**config.mk**
```make
export PLATFORM = sky130hd
export DESIGN_NAME = stopwatch_ctrl_flat
export DESIGN_NICKNAME = d
export VERILOG_FILES = /design/src/rtl/stopwatch_pkg.sv /design/src/rtl/stopwatch_ctrl_if.sv /design/src/rtl/stopwatch_ctrl_bcd_digit.sv /design/src/rtl/stopwatch_ctrl.sv /design/src/flat_wrapper.sv
export SDC_FILE = /design/constraint.sdc
export NUM_CORES = 1
export LEC_CHECK = 0
export ABC_AREA = 0
export BUFFER_PORTS_ARGS = -buffer_cell sky130_fd_sc_hd__buf_2
export CORE_UTILIZATION = 53
export CTS_BUF_LIST = sky130_fd_sc_hd__clkbuf_4
export CTS_CLUSTER_DIAMETER = 60
export DETAILED_ROUTE_END_ITERATION = 7
export GPL_TIMING_DRIVEN = 0
export PLACE_DENSITY = 0.79
export SYNTH_ARGS = -nofsm -noshare
export SYNTH_HDL_FRONTEND = slang
export SYNTH_SLANG_ARGS = --single-unit
```
**constraint.sdc**
```tcl
create_clock -name clk -period 6.4 [get_ports clk]
set_clock_uncertainty 0.1 [all_clocks]
set_input_delay 0.96 -clock clk [delete_from_list [all_inputs] [get_ports clk]]
set_output_delay 0.96 -clock clk [all_outputs]
set_load 0.02 [all_outputs]
```
**src/rtl/stopwatch_pkg.sv**
```systemverilog
// Shared types and constants for the BCD stopwatch controller.
// Holds the FSM encoding, the digit maximum and a BCD increment helper.
package stopwatch_pkg;

   typedef enum logic [1:0] {
      IDLE,
      RUN,
      PAUSE,
      DONE
   } sw_state_e;

   localparam logic [3:0] BCD_MAX = 4'd9;

   // Value the digit chain will hold after one step; used for limit match.
   function automatic logic [15:0] bcd_inc(input logic [15:0] v);
      logic [15:0] r;
      logic        c;
      r = v;
      c = 1'b1;
      for (int i = 0; i < 4; i++) begin
         if (c) begin
            if (v[4*i +: 4] == BCD_MAX) begin
               r[4*i +: 4] = 4'd0;
            end else begin
               r[4*i +: 4] = v[4*i +: 4] + 4'd1;
               c = 1'b0;
            end
         end
      end
      return r;
   endfunction

endpackage

```
**src/rtl/stopwatch_ctrl_if.sv**
```systemverilog
// Command/status bundle between a stopwatch controller and its user.
// The master issues commands, the slave reports count and status.
interface stopwatch_ctrl_if;

   logic        start;
   logic        stop;
   logic        clear;
   logic [15:0] limit_bcd;
   logic [15:0] count_bcd;
   logic        running;
   logic        done;
   logic        wrap;

   modport master (
      output start, stop, clear, limit_bcd,
      input  count_bcd, running, done, wrap
   );

   modport slave (
      input  start, stop, clear, limit_bcd,
      output count_bcd, running, done, wrap
   );

endinterface

```
**src/rtl/stopwatch_ctrl_bcd_digit.sv**
```systemverilog
// One decimal digit of the count; carries out when stepped at 9.
// zero clears synchronously and wins over the enable.
module bcd_digit
   import stopwatch_pkg::*;
(
   input  logic       clk,
   input  logic       reset,
   input  logic       en,
   input  logic       zero,
   output logic [3:0] digit,
   output logic       co
);

   always_ff @(posedge clk or posedge reset) begin
      if (reset) begin
         digit <= 4'd0;
      end else if (zero) begin
         digit <= 4'd0;
      end else if (en) begin
         digit <= (digit >= BCD_MAX) ? 4'd0 : digit + 4'd1;
      end
   end

   assign co = en && (digit == BCD_MAX);

endmodule

```
**src/rtl/stopwatch_ctrl.sv**
```systemverilog
// Four-digit BCD stopwatch with prescaler, pause and terminal limit.
// Commands resolve as clear over stop over start.
module stopwatch_ctrl
   import stopwatch_pkg::*;
#(
   parameter int TICK_DIV = 10
) (
   input  logic       clk,
   input  logic       reset,
   stopwatch_ctrl_if.slave sw
);

   localparam int PW = $clog2(TICK_DIV);

   sw_state_e      state, state_n;
   logic [PW-1:0]  pre;
   logic [15:0]    limit;
   logic [15:0]    count;
   logic [15:0]    cnt_nxt;
   logic [3:0]     en;
   logic [3:0]     co;
   logic           last;
   logic           adv;
   logic           step;
   logic           load;
   logic           wrap_q;

   assign last    = (pre == PW'(TICK_DIV - 1));
   assign adv     = (state == RUN) && !sw.clear && !sw.stop;
   assign step    = adv && last;
   assign cnt_nxt = bcd_inc(count);

   always_comb begin
      state_n = state;
      load    = 1'b0;
      priority case (1'b1)
         sw.clear: state_n = IDLE;
         sw.stop: begin
            if (state == RUN) state_n = PAUSE;
         end
         sw.start && (state == IDLE): begin
            load    = 1'b1;
            state_n = (sw.limit_bcd == 16'h0) ? DONE : RUN;
         end
         sw.start && (state == PAUSE): state_n = RUN;
         default: begin
            // A limit with a nibble above 9 can never equal cnt_nxt.
            if (step && (cnt_nxt == limit)) state_n = DONE;
         end
      endcase
   end

   always_ff @(posedge clk or posedge reset) begin
      if (reset) begin
         state  <= IDLE;
         pre    <= '0;
         limit  <= 16'h0;
         wrap_q <= 1'b0;
      end else begin
         state  <= state_n;
         wrap_q <= co[3];
         if (sw.clear || load) begin
            pre <= '0;
         end else if (adv) begin
            pre <= last ? '0 : pre + PW'(1);
         end
         if (load) limit <= sw.limit_bcd;
      end
   end

   assign en = {co[2:0], step};

   for (genvar g = 0; g < 4; g++) begin : g_dig
      bcd_digit u_dig (
         .clk   (clk),
         .reset (reset),
         .en    (en[g]),
         .zero  (sw.clear),
         .digit (count[4*g +: 4]),
         .co    (co[g])
      );
   end

   assign sw.count_bcd = count;
   assign sw.running   = (state == RUN);
   assign sw.done      = (state == DONE);
   assign sw.wrap      = wrap_q;

endmodule

```
**src/flat_wrapper.sv**
```systemverilog
// flat-port wrapper written by rule: the top's interface ports become plain ports
module stopwatch_ctrl_flat import stopwatch_pkg::*;
#(
   parameter int TICK_DIV = 10
)
  (clk, reset, sw_start, sw_stop, sw_clear, sw_limit_bcd, sw_count_bcd, sw_running, sw_done, sw_wrap);
  stopwatch_ctrl_if sw_i ();
  input  logic clk;
  input  logic reset;
  input wire logic [$bits(sw_i.start)-1:0] sw_start;
  input wire logic [$bits(sw_i.stop)-1:0] sw_stop;
  input wire logic [$bits(sw_i.clear)-1:0] sw_clear;
  input wire logic [$bits(sw_i.limit_bcd)-1:0] sw_limit_bcd;
  output wire logic [$bits(sw_i.count_bcd)-1:0] sw_count_bcd;
  output wire logic [$bits(sw_i.running)-1:0] sw_running;
  output wire logic [$bits(sw_i.done)-1:0] sw_done;
  output wire logic [$bits(sw_i.wrap)-1:0] sw_wrap;
  assign sw_i.start = sw_start;
  assign sw_i.stop = sw_stop;
  assign sw_i.clear = sw_clear;
  assign sw_i.limit_bcd = sw_limit_bcd;
  assign sw_count_bcd = sw_i.count_bcd;
  assign sw_running = sw_i.running;
  assign sw_done = sw_i.done;
  assign sw_wrap = sw_i.wrap;
  stopwatch_ctrl #(.TICK_DIV(TICK_DIV)) u_core (.clk(clk), .reset(reset), .sw(sw_i));
endmodule
```
After elaboration in Yosys (flattened, before gate mapping)
Index checks and enable logic that the tools add are counted.

cells by class
  reductions and logical operators = 22
  muxes and demuxes = 37
  equality and inequality tests = 10
  magnitude comparators = 4
  $add $sub $neg = 5

operators by type and width
  cell                                                                      number
  4-bit two-way mux                                                         22
  4-bit by 1-bit adder with 4-bit output (second input constant)            5
  4-bit == test (second input constant)                                     5
  16-bit == test                                                            1
  4-bit greater-or-equal comparator (second input constant)                 4
  16-bit zero test                                                          1
  2-bit two-way mux                                                         7
  1-bit logical AND                                                         10
  2-bit nonzero test                                                        5
  1-bit two-way mux                                                         8
  5-bit nonzero test                                                        1
  2-bit == test (second input constant)                                     2
  3-bit by 1-bit inequality test with 1-bit output (second input constant)  1
  2-bit by 1-bit == test with 1-bit output (second input constant)          1
  1-bit zero test                                                           2
  2-bit zero test                                                           1
  2-bit AND reduction                                                       1
  1-bit logical OR                                                          1

storage, ports and cells
  bits of input ports = 21
  output and inout port bits = 19
  bits in registers = 39
  logic and storage cells = 86

Depth between registers and ports, before layout
Gate-level depths: netlist (run 1).

  depth after elaboration = 12
  gate-level depth with buffers = 10
  mapped depth without buffers = 8

Hierarchy
Synthesis (run 1) repeated with hierarchy kept, for this count alone.

unflattened totals
  cell total of the unflattened synthesis = 292
  area, all modules = 2772.7 um^2

modules (own cells, without submodules)
  module          seq. area each (um^2)  area an instance (um^2)  cells each  instances
  stopwatch_ctrl  575.6                  1646.6                   176         1
  bcd_digit       100.1                  281.5                    29          4

Least setup slack after synthesis (run 1)
OpenSTA, ideal clock, no wires.

  path type = input -> register
  from = input port sw_stop
  to = register u_core.state[1]
  setup time = 0.092 ns
  arrival time = 2.349 ns
  buffers on the path = 0
  path slack = 3.859 ns
  cell stages on the path = 6
  data required time = 6.208 ns
  path through = or4b_4 nor2_8 o311ai_4 a2111oi_4 nand4_1 o31ai_2

between the ends
  cells in the longest elaborated chain, start to end = 6
  elaborated cells on any way between the ends = 9
  classes of those cells = eq/ne: 1; mux: 2; reduce/logical: 6

RTL lines
  element                        RTL line              RTL
  start: declaration             flat_wrapper.sv:11    input wire logic [$bits(sw_i.stop)-1:0] sw_stop;
  1-bit zero test                stopwatch_ctrl.sv:29  assign adv = (state == RUN) && !sw.clear && !sw.stop;
  1-bit logical AND              stopwatch_ctrl.sv:29
  1-bit logical AND              stopwatch_ctrl.sv:30  assign step = adv && last;
  1-bit logical AND              stopwatch_ctrl.sv:48  if (step && (cnt_nxt == limit)) state_n = DONE;
  5-bit nonzero test (no line)   --
  2-bit AND reduction (no line)  --
  end signal: assignment         stopwatch_ctrl.sv:60  state <= state_n;
  end: declaration               stopwatch_ctrl.sv:15  sw_state_e state, state_n;

Parallel ways exist; a longest one is shown, timed or not.
A chain may end at the register's enable or synchronous reset.

Worst setup path in the final report (run 1)
  from = register u_core.g_dig[0].u_dig.digit[0]
  to = register u_core.g_dig[2].u_dig.digit[3]

between the ends
  cells in the longest elaborated chain, start to end = 4

RTL lines
  element                          RTL line                        RTL
  start: declaration               stopwatch_ctrl_bcd_digit.sv:10  output logic [3:0] digit,
  start signal: assignment         stopwatch_ctrl_bcd_digit.sv:20  digit <= (digit >= BCD_MAX) ? 4'd0 : digit + 4'd1;
  4-bit == test                    stopwatch_ctrl_bcd_digit.sv:24  assign co = en && (digit == BCD_MAX);
  1-bit logical AND (2 in series)  stopwatch_ctrl_bcd_digit.sv:24
  2-bit nonzero test (no line)     --
  end signal: assignment           stopwatch_ctrl_bcd_digit.sv:20
  end: declaration                 stopwatch_ctrl_bcd_digit.sv:10

Every way passes these cells.

==> results of run 1 <==
[kinds of logic (layout without fill, tap and decap cells)]
logic type | after synthesis | after routing | synth area share, %
flip-flops | 39 | 39 | 36.13
multiplexers | 19 | 19 | 7.781
AO/OA/AOI/OAI | 76 | 76 | 20.29
AND/OR/NAND/NOR | 101 | 101 | 20.98
adder cells (fa/ha/maj) | 14 | 14 | 6.485
buffers and inverters | 30 | 77 | 5.095
XOR/XNOR | 10 | 10 | 3.242
[cells in the final DEF, fill, tap and decap left out, types with 2 or more instances in the layout]
cell       count
clkbuf_4       7
mux2i_1        3
a22o_1         2
or3_1          4
xnor2_1        6
a31oi_1        5
nand4_1        5
nand2b_1       5
o211ai_1       2
o2111ai_1      2
a2111oi_2      2
ha_1          14
nand4b_1       2
o31ai_1        2
a2111o_1       2
clkbuf_1       2
and3b_1        4
o21ai_1        2
nand2_1       25
dfrtp_1       39
nor2_1        22
o22ai_1        4
o21ai_0       22
xor2_1         4
o22a_1         2
nand3_1       10
o32ai_1        2
buf_6          2
nor3_1         3
mux2_2        16
inv_1         19
buf_2         44
nand3b_1       5
a21oi_1       16
nor4_1         5
[area by class of cell]
| class | count | area, um2 | area share (%) |
|---|---|---|---|
| plain buffers | 10 | 62.56 | 2.059 |
| clock buffers | 7 | 52.55 | 1.730 |
| multi-input cells | 220 | 1588 | 52.27 |
| repair buffers | 39 | 195.2 | 6.425 |
| well taps | 67 | 83.83 | 2.759 |
| flip-flops and latches | 39 | 975.9 | 32.13 |
| inverters | 20 | 75.07 | 2.471 |
| clock inverters | 1 | 5.005 | 0.1647 |
[flip-flops by register name, summed over array words and instances (netlist names)]
| name | flops |
|---|---|
| u_core.state | 2 |
| u_core.limit | 16 |
| u_core.sw.wrap | 1 |
| u_core.pre | 4 |
| u_core.g_dig.u_dig.digit | 16 |
[metal layers]
metal / global-route usage (%) / share of wire, % / up-vias
met3: 4.664 / 4.6 / 15
met5: 0 / 0 / -
met1: 31.05 / 43 / 1160
li1: - / - / 1156
met2: 44.24 / 50 / 72
met4: 10.68 / 2.2 / 0
[through the flow]
step / util, % / cells / area (um2) / setup WS [ns]
after detailed placement: 61.87 / 395 / 2980 / 3.589
after global placement: 61.87 / 395 / 2980 / 3.601
final: 63.06 / 403 / 3038 / 3.847
after floorplan: - / 289 / 2701 / 3.859
after global routing: 63.06 / 403 / 3038 / 3.607
after CTS: 63.06 / 403 / 3038 / 3.880
[where the power goes]
part | switching (mW) | internal [mW]
clock network | 0.0825 | 0.0514
registers | 0.0263 | 0.272
logic | 0.0425 | 0.0506
total | 0.151 | 0.374
[worst max path at each step]
| stage | start | to | slack (ns) | depth (start not counted) |
|---|---|---|---|---|
| floorplan | sw_stop | u_core.state[1] | 3.86 | 6 |
| CTS | u_core.g_dig[0].u_dig.digit[0] | u_core.g_dig[2].u_dig.digit[2] | 3.88 | 8 |
| global route | u_core.g_dig[0].u_dig.digit[0] | u_core.g_dig[2].u_dig.digit[2] | 3.61 | 8 |
| finish | u_core.g_dig[0].u_dig.digit[0] | u_core.g_dig[2].u_dig.digit[3] | 3.85 | 8 |
| detailed placement | sw_stop | u_core.state[1] | 3.59 | 7 |
| global placement | sw_stop | u_core.state[1] | 3.60 | 7 |
[critical path, delay by kind of cell (launching register included)]
kind	cells	cell delay [ns]
AND/OR/NAND/NOR	2	0.33
buffers and inverters	2	0.47
AO/OA/AOI/OAI	3	0.78
adder cells (fa/ha/maj)	1	0.28
flip-flops	1	0.52
==> flow_summary_export.csv, run 1 <==
group,metric,value,unit
clock_network,post_cts.resized_instances,0,
synthesis,combined_area_of_all_synthesized_cells,2701,um2
clock_network,clk_latency,0.35,ns
min_path,cell_count_of_the_worst_hold_path,1,
worst_setup_path,rr_startpoint,"u_core.g_dig[0].u_dig.digit[0]",
detailed_routing,vias,2403,
synthesis,synth-seq-cells,39,
synthesis,yosys-top-cells-area,"dfrtp_1, mux2_2, ha_1",
detailed_routing,routed_wirelength,6422,um
worst_setup_path,rrSetupSlack,3.85,ns
worst_setup_path,max_stage_delay,0.52,ns
global_routing,grt_pass1_wl,10490,um
cells_and_area,num-nets-final,370,
timing,rsz_0062_raised_after_global_routing,"false",
clock_network,cts_hold_buf,0,
worst_setup_path,worst-endpoint-required,6.58,ns
clock_network,post_cts_buffers,0,
detailed_routing,detail_route.iter0.violations,131,
worst_setup_path,critical_path.endpoint_type,"flip-flop",
worst_setup_path,critical_path_peak_fanout,10,
clock_network,cts_root_buffer,"clkbuf_4",
worst_setup_path,timing.critical_path.from_type,"flip-flop",
timing,whs,0.4019,ns
cells_and_area,layout-drive-gt1-share,26.19,%
timing,max_freq,391.7,MHz
worst_setup_path,ordered_cell_list_for_the_critical_path,"ha_1 > and3b_1 > buf_2 > buf_2 > nand2_1 > a2111oi_1 > a21oi_1 > o22ai_1",
synthesis,yosys_warnings,0,
synthesis,yosysMostFrequentCell,"dfrtp_1",
global_routing,grt.overflow.total,0,
cells_and_area,area_growth_syn_to_layout,12.46,%
timing,final.setup.tns,0,ns
floorplan,floorplan.die_area,5386,um2
global_routing,grt_pass1_vias,2299,
synthesis,ys_async_sr_fraction,100.0,%
synthesis,netlist_instances,289,
worst_setup_path,worst_path_most_repeated_cell,"buf_2",
power_and_ir_drop,p_leak,1.377,nW
timing,final_min_period_over_clock_period,39.89,%
synthesis,synth_largest_type_area_fraction,36.13,%
placement,gp_routability_congestion,0.8371,
timing,timing.slew.headroom,45.45,%
power_and_ir_drop,finalPower,0.5256,mW
synthesis,post_synth_num_cell_types,57,
clock_network,h_tree_level_count,2,
min_path,hold_path_class,"reg2reg",
power_and_ir_drop,power.density_cell_area,173.0,nW/um2
synthesis,synth-main-ff-cell,"dfrtp_1",
floorplan,num_rows,25,
synthesis,synth_enable_flop_cells,0,
run_status,result_of_the_run,"finished, final reports clean",
timing,period_needed,2.553,ns
clock_network,cts.reportedPaths.clkPinSlew,0.13,ns
worst_setup_path,slowest_stage,"dfrtp_1",
worst_setup_path,worst_ep_arrival_time,2.73,ns
timing,finalHoldViolCount,0,
synthesis,ys_seq_area_share,36.13,%
synthesis,synthesis.area_per_instance,9.347,um2
global_routing,number_of_antenna_violations_at_the_first_check_in_global_routing,0,
cells_and_area,antenna_cells_inserted,0,
clock_network,tritoncts,"built",
timing,final-max-slew-violation-count,0,
synthesis,syn-num-nets,324,
worst_setup_path,critPathKind,"reg2reg",
worst_setup_path,depth_of_the_worst_register_to_register_path,8,
power_and_ir_drop,peakVddDrop,0.1133,mV
global_routing,gr-usage-all-layers,25.49,%
clock_network,cts_num_sinks,39,
timing,final_setup_violations,0,
min_path,worstHoldEndpoint,"u_core.pre[3]",
synthesis,netlist_top_cells_count,"dfrtp_1, nand2_1, nor2_1, o21ai_0, inv_1",
floorplan,die_w,73.39,um
floorplan,initial_core_util,56.08,%
job,max_cap_viol_count,0,
floorplan,core-area,4817,um2
timing,worst-slew-pin-transition,0.8171,ns
min_path,hold_path_startpoint,"u_core.pre[3]",
detailed_routing,remaining_drc_errors,0,
detailed_routing,vias_per_cell,5.963,
placement,numPortBuffers,39,
detailed_routing,firstDrtPassIters,4,
clock_network,numCtsBuffers,5,
synthesis,synthDominantAreaCellType,"dfrtp_1",
worst_setup_path,worstReg2RegEnd,"u_core.g_dig[2].u_dig.digit[3]",
cells_and_area,filler_cell_count,433,
detailed_routing,antenna_left,0,
floorplan,io-pin-count,40,
detailed_routing,wire_per_inst,15.94,um
placement,detailedPlacementHpwl,4810,um
global_routing,maximum_number_of_pins_on_one_net_before_global_route_repair,40,
clock_network,cts.path.max_buffers,2,
floorplan,die-height,73.39,um
Power figures use the tool's default switching activity.
==> run 2, diff against run 1 <==
--- a/config.mk
+++ b/config.mk
@@ -5,7 +5,7 @@
 export SDC_FILE = /design/constraint.sdc
 export NUM_CORES = 1
 export LEC_CHECK = 0
-export ABC_AREA = 0
+export ABC_AREA = 1
 export BUFFER_PORTS_ARGS = -buffer_cell sky130_fd_sc_hd__buf_2
 export CORE_UTILIZATION = 53
 export CTS_BUF_LIST = sky130_fd_sc_hd__clkbuf_4
==> constraint.sdc (replaced) <==
create_clock -name clk -period 2.4 [get_ports clk]
set_clock_uncertainty 0.1 [all_clocks]
set_input_delay 0.36 -clock clk [delete_from_list [all_inputs] [get_ports clk]]
set_output_delay 0.36 -clock clk [all_outputs]
set_load 0.02 [all_outputs]
==> run 2 against run 1 <==
Synthesized cell count rose by 29%. Worst setup slack got worse by 3.7 ns. Final cell count rose by 23%. Sequential power rose to 2.7 times the previous value. Global-route usage fell by 0.88 points.
==> flow_summary_export.csv, run 2 <==
group,metric,value,unit
timing,final_min_period_over_clock_period,94.37,%
cells_and_area,largest_registers,"u_core.g_dig.u_dig.digit x16, u_core.limit x16, u_core.pre x4",
worst_setup_path,critical_path.endpoint_type,"flip-flop",
cells_and_area,antenna_cells_inserted,0,
clock_network,tritoncts,"built",
power_and_ir_drop,power.density_cell_area,462.9,nW/um2
cells_and_area,area_growth_syn_to_layout,16.83,%
timing,timing.slew.headroom,44.91,%
placement,detailedPlacementHpwl,4723,um
timing,period_needed,2.265,ns
detailed_routing,remaining_drc_errors,0,
detailed_routing,vias_per_cell,5.172,
worst_setup_path,worst-endpoint-required,2.55,ns
detailed_routing,routed_wirelength,6368,um
placement,numPortBuffers,39,
floorplan,io-pin-count,40,
detailed_routing,antenna_left,0,
synthesis,ys_async_sr_fraction,100.0,%
cells_and_area,mostFrequentLayoutCells,"nand2_1, inv_1, buf_2",
placement,gp_routability_congestion,0.8555,
power_and_ir_drop,p_clk_share,24.0,%
global_routing,maximum_number_of_pins_on_one_net_before_global_route_repair,40,
floorplan,die_w,73.46,um
global_routing,gr-usage-all-layers,24.61,%
floorplan,initial_core_util,56.18,%
job,max_cap_viol_count,0,
clock_network,clk_latency,0.35,ns
worst_setup_path,slowest_stage,"dfrtp_1",
synthesis,post_synth_num_cell_types,32,
synthesis,synth_enable_flop_cells,0,
synthesis,syn-num-nets,409,
synthesis,yosysMostFrequentCell,"nand2_1",
clock_network,numCtsBuffers,5,
synthesis,yosys-top-cells-area,"dfrtp_1, nand2_1, nand3_1",
global_routing,grt.overflow.total,0,
clock_network,cts_num_sinks,39,
synthesis,ys_seq_area_share,36.06,%
clock_network,cts_root_buffer,"clkbuf_4",
timing,rsz_0062_raised_after_global_routing,"true",
worst_setup_path,worst_ep_arrival_time,2.41,ns
clock_network,h_tree_level_count,2,
timing,final.setup.tns,0,ns
detailed_routing,vias,2555,
cells_and_area,layout.cells.most_common,"nand2_1",
detailed_routing,wire_per_inst,12.89,um
global_routing,grt_pass1_wl,10070,um
timing,max_freq,441.5,MHz
global_routing,number_of_antenna_violations_at_the_first_check_in_global_routing,0,
worst_setup_path,worst_path_most_repeated_cell,"nand2_1",
cells_and_area,filler_cell_count,442,
synthesis,netlist_top_cells_count,"nand2_1, inv_1, dfrtp_1, nand3_1, nor2_1",
floorplan,floorplan.die_area,5396,um2
synthesis,synth_largest_type_area_fraction,36.06,%
synthesis,synthesis.area_per_instance,7.236,um2
floorplan,die-height,73.46,um
floorplan,core-area,4817,um2
timing,final-max-slew-violation-count,0,
worst_setup_path,max_stage_delay,0.45,ns
cells_and_area,num-nets-final,461,
cells_and_area,layout-drive-gt1-share,22.72,%
global_routing,grt_pass1_vias,2313,
worst_setup_path,timing.critical_path.from_type,"flip-flop",
worst_setup_path,critical_path_peak_fanout,6,
power_and_ir_drop,netSwitchingPower,0.4559,mW
synthesis,yosys_warnings,0,
detailed_routing,firstDrtPassIters,5,
power_and_ir_drop,power.share.switching,31.15,%
timing,finalHoldViolCount,0,
power_and_ir_drop,peakVddDrop,0.3643,mV
floorplan,num_rows,25,
run_status,result_of_the_run,"finished, final reports clean",
synthesis,combined_area_of_all_synthesized_cells,2706,um2
power_and_ir_drop,pwr-share-comb,21.5,%
placement,dp.cells,480,
synthesis,netlist_instances,374,
cells_and_area,final-instance-count-excl-fill,494,
power_and_ir_drop,share_seq_of_total_power,54.5,%
timing,final_setup_violations,0,
synthesis,synthDominantAreaCellType,"dfrtp_1",
power_and_ir_drop,p_leak,1.650,nW
min_path,hold_path_class,"in2async",
timing,worst-slew-pin-transition,0.8252,ns
worst_setup_path,critPathKind,"reg2reg",
synthesis,synth-seq-cells,39,
worst_setup_path,ordered_cell_list_for_the_critical_path,"inv_2 > ha_4 > nand2_4 > nor2_4 > nand2_4 > nor2_4 > nand2_1 > nand3_1 > nand2_2 > nor2_2 > nand2_1 > nor2_1 > nand2_1 > nand2_2 > nand2_2 > nand2_1 > nand2_1",
clock_network,cts.reportedPaths.clkPinSlew,0.12,ns
detailed_routing,detail_route.iter0.violations,168,
power_and_ir_drop,power.internal,1.008,mW
synthesis,synth-main-ff-cell,"dfrtp_1",
clock_network,cts.path.max_buffers,2,
## run 2: changes by cell type in the layout (fill, tap and decap cells not counted), sizes merged, moves of 5 or more
cell and delta:
mux2 -12, inv +30, or3 -5, nand2b -5
a31oi -5, o21ai -8, nor2 +20, a21oi +7
xnor2 -6, nand2 +83, nand3 +33
## run 2: stage by stage
step	cell area [um2]	hold WS (ns)	setup slack (ns)	utilization (%)	total power [mW]
after CTS	3043	0.09128	0.04233	63.17	1.463
after global placement	2985	0.4075	0.1434	61.97	1.097
after detailed placement	2985	0.4135	0.06815	61.97	1.114
after floorplan	2706	0.3864	0.3188	-	1.022
final	3162	0.04977	0.1350	65.64	1.464
after global routing	3162	0.1124	-0.05990	65.64	1.558
## run 2: path summary, 6_finish.rpt
| check | end | from | cells after the start | slack, ns |
|---|---|---|---|---|
| min | u_core.g_dig[1].u_dig.digit[2] | reset | 2 | 0.05 |
| min in group clk | u_core.limit[0] | sw_limit_bcd[0] | 2 | 0.14 |
| min reg2reg | u_core.limit[9] | u_core.limit[9] | 2 | 0.44 |
| max reg2reg | u_core.state[0] | u_core.g_dig[0].u_dig.digit[1] | 17 | 0.14 |
| max | u_core.state[0] | u_core.g_dig[0].u_dig.digit[1] | 17 | 0.14 |
| max in group asynchronous | u_core.g_dig[2].u_dig.digit[1] | reset | 2 | 1.57 |
## run 2: cell families (layout without fill, tap and decap cells)
group	after synthesis	count (layout)	share of synthesized area, %
AND/OR/NAND/NOR	213	213	37.45
flip-flops	39	39	36.06
buffers and inverters	55	108	8.229
AO/OA/AOI/OAI	46	46	9.154
multiplexers	4	4	1.664
adder cells (fa/ha/maj)	14	14	6.473
XOR/XNOR	3	3	0.9711
## run 2: repair_timing
action	4_1_cts	5_1_grt
resized for setup	0	20
setup buffers	0	6
hold buffers	0	0
hold endpoints to repair	0	0
setup endpoints to repair	0	2
## run 2: power by group through the flow
stage	clock network, mW	registers [mW]	logic (mW)
floorplan	0	0.795	0.228
global placement	0	0.804	0.293
detailed placement	0	0.807	0.307
CTS	0.361	0.794	0.308
global route	0.394	0.808	0.356
finish	0.351	0.798	0.315
## run 2: cell type report
class / count / area [um2] / share of cell area, %
clock buffers: 7 / 52.55 / 1.662
well taps: 67 / 83.83 / 2.651
plain buffers: 4 / 31.28 / 0.9893
repair buffers: 45 / 240.2 / 7.598
multi-input cells: 280 / 1578 / 49.90
clock inverters: 1 / 5.005 / 0.1583
flip-flops and latches: 39 / 979.7 / 30.99
inverters: 51 / 191.4 / 6.055
## run 2: worst max-delay path, delay by kind of cell (launching register included)
family	cells	cell delay, ns
DFF	1	0.45
adders and majority gates	1	0.17
buffers and inverters	1	0.10
and+or+nand+nor	15	1.33
## run 2: layer usage
layer  global-route usage (%)  wire (um)  part of all wire (%)
met5                        0          0                     0
met4                    6.624         65                   1.0
met3                    3.704        345                   5.4
met2                    40.27       3014                    47
met1                    33.97       2943                    46
==> run 3, diff against run 2 <==
==> constraint.sdc (replaced) <==
create_clock -name clk -period 2.3 [get_ports clk]
set_clock_uncertainty 0.1 [all_clocks]
set_input_delay 0.345 -clock clk [delete_from_list [all_inputs] [get_ports clk]]
set_output_delay 0.345 -clock clk [all_outputs]
set_load 0.02 [all_outputs]
==> run 3 against run 2 <==
Largest cell class unchanged. Total power rose by 4.7%. Utilization decreased by 0.13 points. Worst hold slack lost 0.023 ns. Global-route usage rose by 0.058 points. Wire length is 0.50% lower. Clock power up 6.0%. First-iteration DRC count rose by 6.0%. Final cell count fell by 0.20%. Sequential power is 4.4% higher. Count of clock-buffer cells in the layout unchanged.
==> flow_summary_export.csv, run 3 (synthesis results as in run 2) <==
group,metric,value,unit
timing,period_needed,2.250,ns
cells_and_area,mostFrequentLayoutCells,"nand2_1, inv_1, buf_2",
placement,dp.cells,480,
floorplan,initial_core_util,56.18,%
job,max_cap_viol_count,0,
worst_setup_path,worst-path-buf-inv,1,
worst_setup_path,critical_path.endpoint_type,"flip-flop",
detailed_routing,firstDrtPassIters,4,
global_routing,grt_pass1_vias,2318,
timing,rsz_0062_raised_after_global_routing,"true",
worst_setup_path,rrSetupSlack,0.05,ns
clock_network,h_tree_level_count,2,
placement,numPortBuffers,39,
cells_and_area,utilization,65.51,%
placement,gp_routability_congestion,0.8555,
power_and_ir_drop,peakVddDrop,0.3797,mV
detailed_routing,remaining_drc_errors,0,
clock_network,numCtsBuffers,5,
floorplan,die_w,73.46,um
global_routing,grt.overflow.total,0,
timing,final_min_period_over_clock_period,97.84,%
timing,postLayoutSetupSlackWorst,0.04976,ns
cells_and_area,num-nets-final,460,
worst_setup_path,worstReg2RegEnd,"u_core.state[0]",
global_routing,maximum_number_of_pins_on_one_net_before_global_route_repair,40,
floorplan,floorplan.die_area,5396,um2
worst_setup_path,worst_path_most_repeated_cell,"nand2_1",
placement,placed_instance_area,2985,um2
cells_and_area,layout-drive-gt1-share,23.00,%
timing,final-max-slew-violation-count,0,
floorplan,io-pin-count,40,
worst_setup_path,top_delay_family_on_crit_path,"simple AND/OR/NAND/NOR gates",
global_routing,number_of_antenna_violations_at_the_first_check_in_global_routing,0,
detailed_routing,vias_per_cell,5.166,
clock_network,cts_hold_buf,0,
worst_setup_path,worst-endpoint-required,2.45,ns
timing,max_freq,444.4,MHz
min_path,hold_path_class,"in2async",
global_routing,grt_pass1_wl,10090,um
worst_setup_path,ordered_cell_list_for_the_critical_path,"inv_2 > ha_4 > nand2_4 > nor2_4 > nand2_4 > nor2_4 > nand2_1 > nand3_1 > nand2_2 > nor2_2 > nand2_1 > nor2_1 > nand2_1 > nand2_2 > nand2_2 > nand2_1 > nand2_1",
detailed_routing,vias,2547,
global_routing,gr-usage-all-layers,24.67,%
clock_network,cts.reportedPaths.clkPinSlew,0.12,ns
timing,whs,0.02719,ns
cells_and_area,antenna_cells_inserted,0,
power_and_ir_drop,power.density_cell_area,485.8,nW/um2
clock_network,tritoncts,"built",
timing,final_setup_violations,0,
floorplan,core-area,4817,um2
cells_and_area,final-instance-count-excl-fill,493,
cells_and_area,largest_registers,"u_core.g_dig.u_dig.digit x16, u_core.limit x16, u_core.pre x4",
worst_setup_path,critPathKind,"reg2reg",
timing,finalHoldViolCount,0,
cells_and_area,postLayoutCellArea,3156,um2
run_status,result_of_the_run,"finished, final reports clean",
timing,timing.slew.headroom,45.05,%
cells_and_area,layout.cells.most_common,"nand2_1",
detailed_routing,routed_wirelength,6336,um
worst_setup_path,slowest_stage,"dfrtp_1",
clock_network,cts.path.max_buffers,2,
worst_setup_path,depth_of_the_worst_register_to_register_path,17,
floorplan,die-height,73.46,um
floorplan,num_rows,25,
placement,post-place-ws,-0.03185,ns
worst_setup_path,timing.critical_path.from_type,"flip-flop",
cells_and_area,area_growth_syn_to_layout,16.60,%
clock_network,cts_num_sinks,39,
clock_network,clk_latency,0.36,ns
placement,detailedPlacementHpwl,4723,um
power_and_ir_drop,p_leak,1.646,nW
detailed_routing,wire_per_inst,12.85,um
detailed_routing,antenna_left,0,
detailed_routing,detail_route.iter0.violations,178,
worst_setup_path,critical_path_peak_fanout,6,
worst_setup_path,rr_startpoint,"u_core.g_dig[0].u_dig.digit[1]",
timing,worst-slew-pin-transition,0.8230,ns
worst_setup_path,worst_ep_arrival_time,2.40,ns
clock_network,cts_root_buffer,"clkbuf_4",
worst_setup_path,max_stage_delay,0.45,ns
==> run 3: cell count changes in the layout (fill, tap and decap cells not counted) <==
| cell | before | now |
|---|---|---|
| inv_1 | 44 | 43 |
| dfrtp_1 | 36 | 35 |
| inv_2 | 6 | 7 |
| dfrtp_2 | 3 | 4 |
| buf_4 | 6 | 5 |
==> run 3: stage by stage <==
stage	setup TNS, ns	total power [mW]
final	0	1.533
after detailed placement	-0.06317	1.162
after global placement	0	1.145
after CTS	0	1.527
after global routing	-0.2528	1.626
after floorplan	0	1.067
==> run 3: worst register-to-register path, delay by kind of cell, from the launching register on <==
kind                     cells  cell delay, ns
flip-flops                   1            0.45
adder cells (fa/ha/maj)      1            0.17
AND/OR/NAND/NOR             15            1.33
buffers and inverters        1            0.10
==> run 3: cell type report <==
class | count | area (um2)
Fill cell | 449 | 1662
Multi-Input combinational cell | 280 | 1578
Sequential cell | 39 | 980.9
Timing Repair Buffer | 44 | 232.7
Inverter | 51 | 191.4
Tap cell | 67 | 83.83
Clock buffer | 7 | 52.55
Buffer | 4 | 31.28
Clock inverter | 1 | 5.005
==> run 3: report_power, final <==
group,leakage [nW],switching (mW),total [mW],internal (mW)
combinational,1.12,0.193,0.328,0.135
clock,0.0361,0.229,0.372,0.143
sequential,0.487,0.0592,0.833,0.774
total,1.65,0.481,1.53,1.05
==> run 3: routing by layer <==
metal / vias up / wire length, um / share of wire (%) / track usage [%]
li1: 1307 / - / - / -
met1: 1166 / 2891 / 46 / 33.97
met2: 70 / 3004 / 47 / 40.16
met3: 4 / 396 / 6.3 / 3.841
met4: 0 / 43 / 0.68 / 7.051
met5: - / 0 / 0 / 0
==> run 3: timing repair <==
action,in CTS,in global routing
resized for setup,3,19
endpoints found under the setup margin,2,2
pin swaps,1,12
buffers inserted,0,5
==> run 3: how the worst max path moves through the flow <==
stage | startpoint | end | slack (ns) | cells after the start
finish | u_core.g_dig[0].u_dig.digit[1] | u_core.state[0] | 0.05 | 17
global route | u_core.g_dig[0].u_dig.digit[1] | u_core.state[1] | -0.13 | 17
CTS | u_core.g_dig[0].u_dig.digit[1] | u_core.state[0] | 0.006 | 17
detailed placement | u_core.g_dig[1].u_dig.digit[1] | u_core.state[0] | -0.03 | 15
global placement | u_core.g_dig[1].u_dig.digit[1] | u_core.state[1] | 0.04 | 15
floorplan | u_core.g_dig[0].u_dig.digit[1] | u_core.state[0] | 0.22 | 17
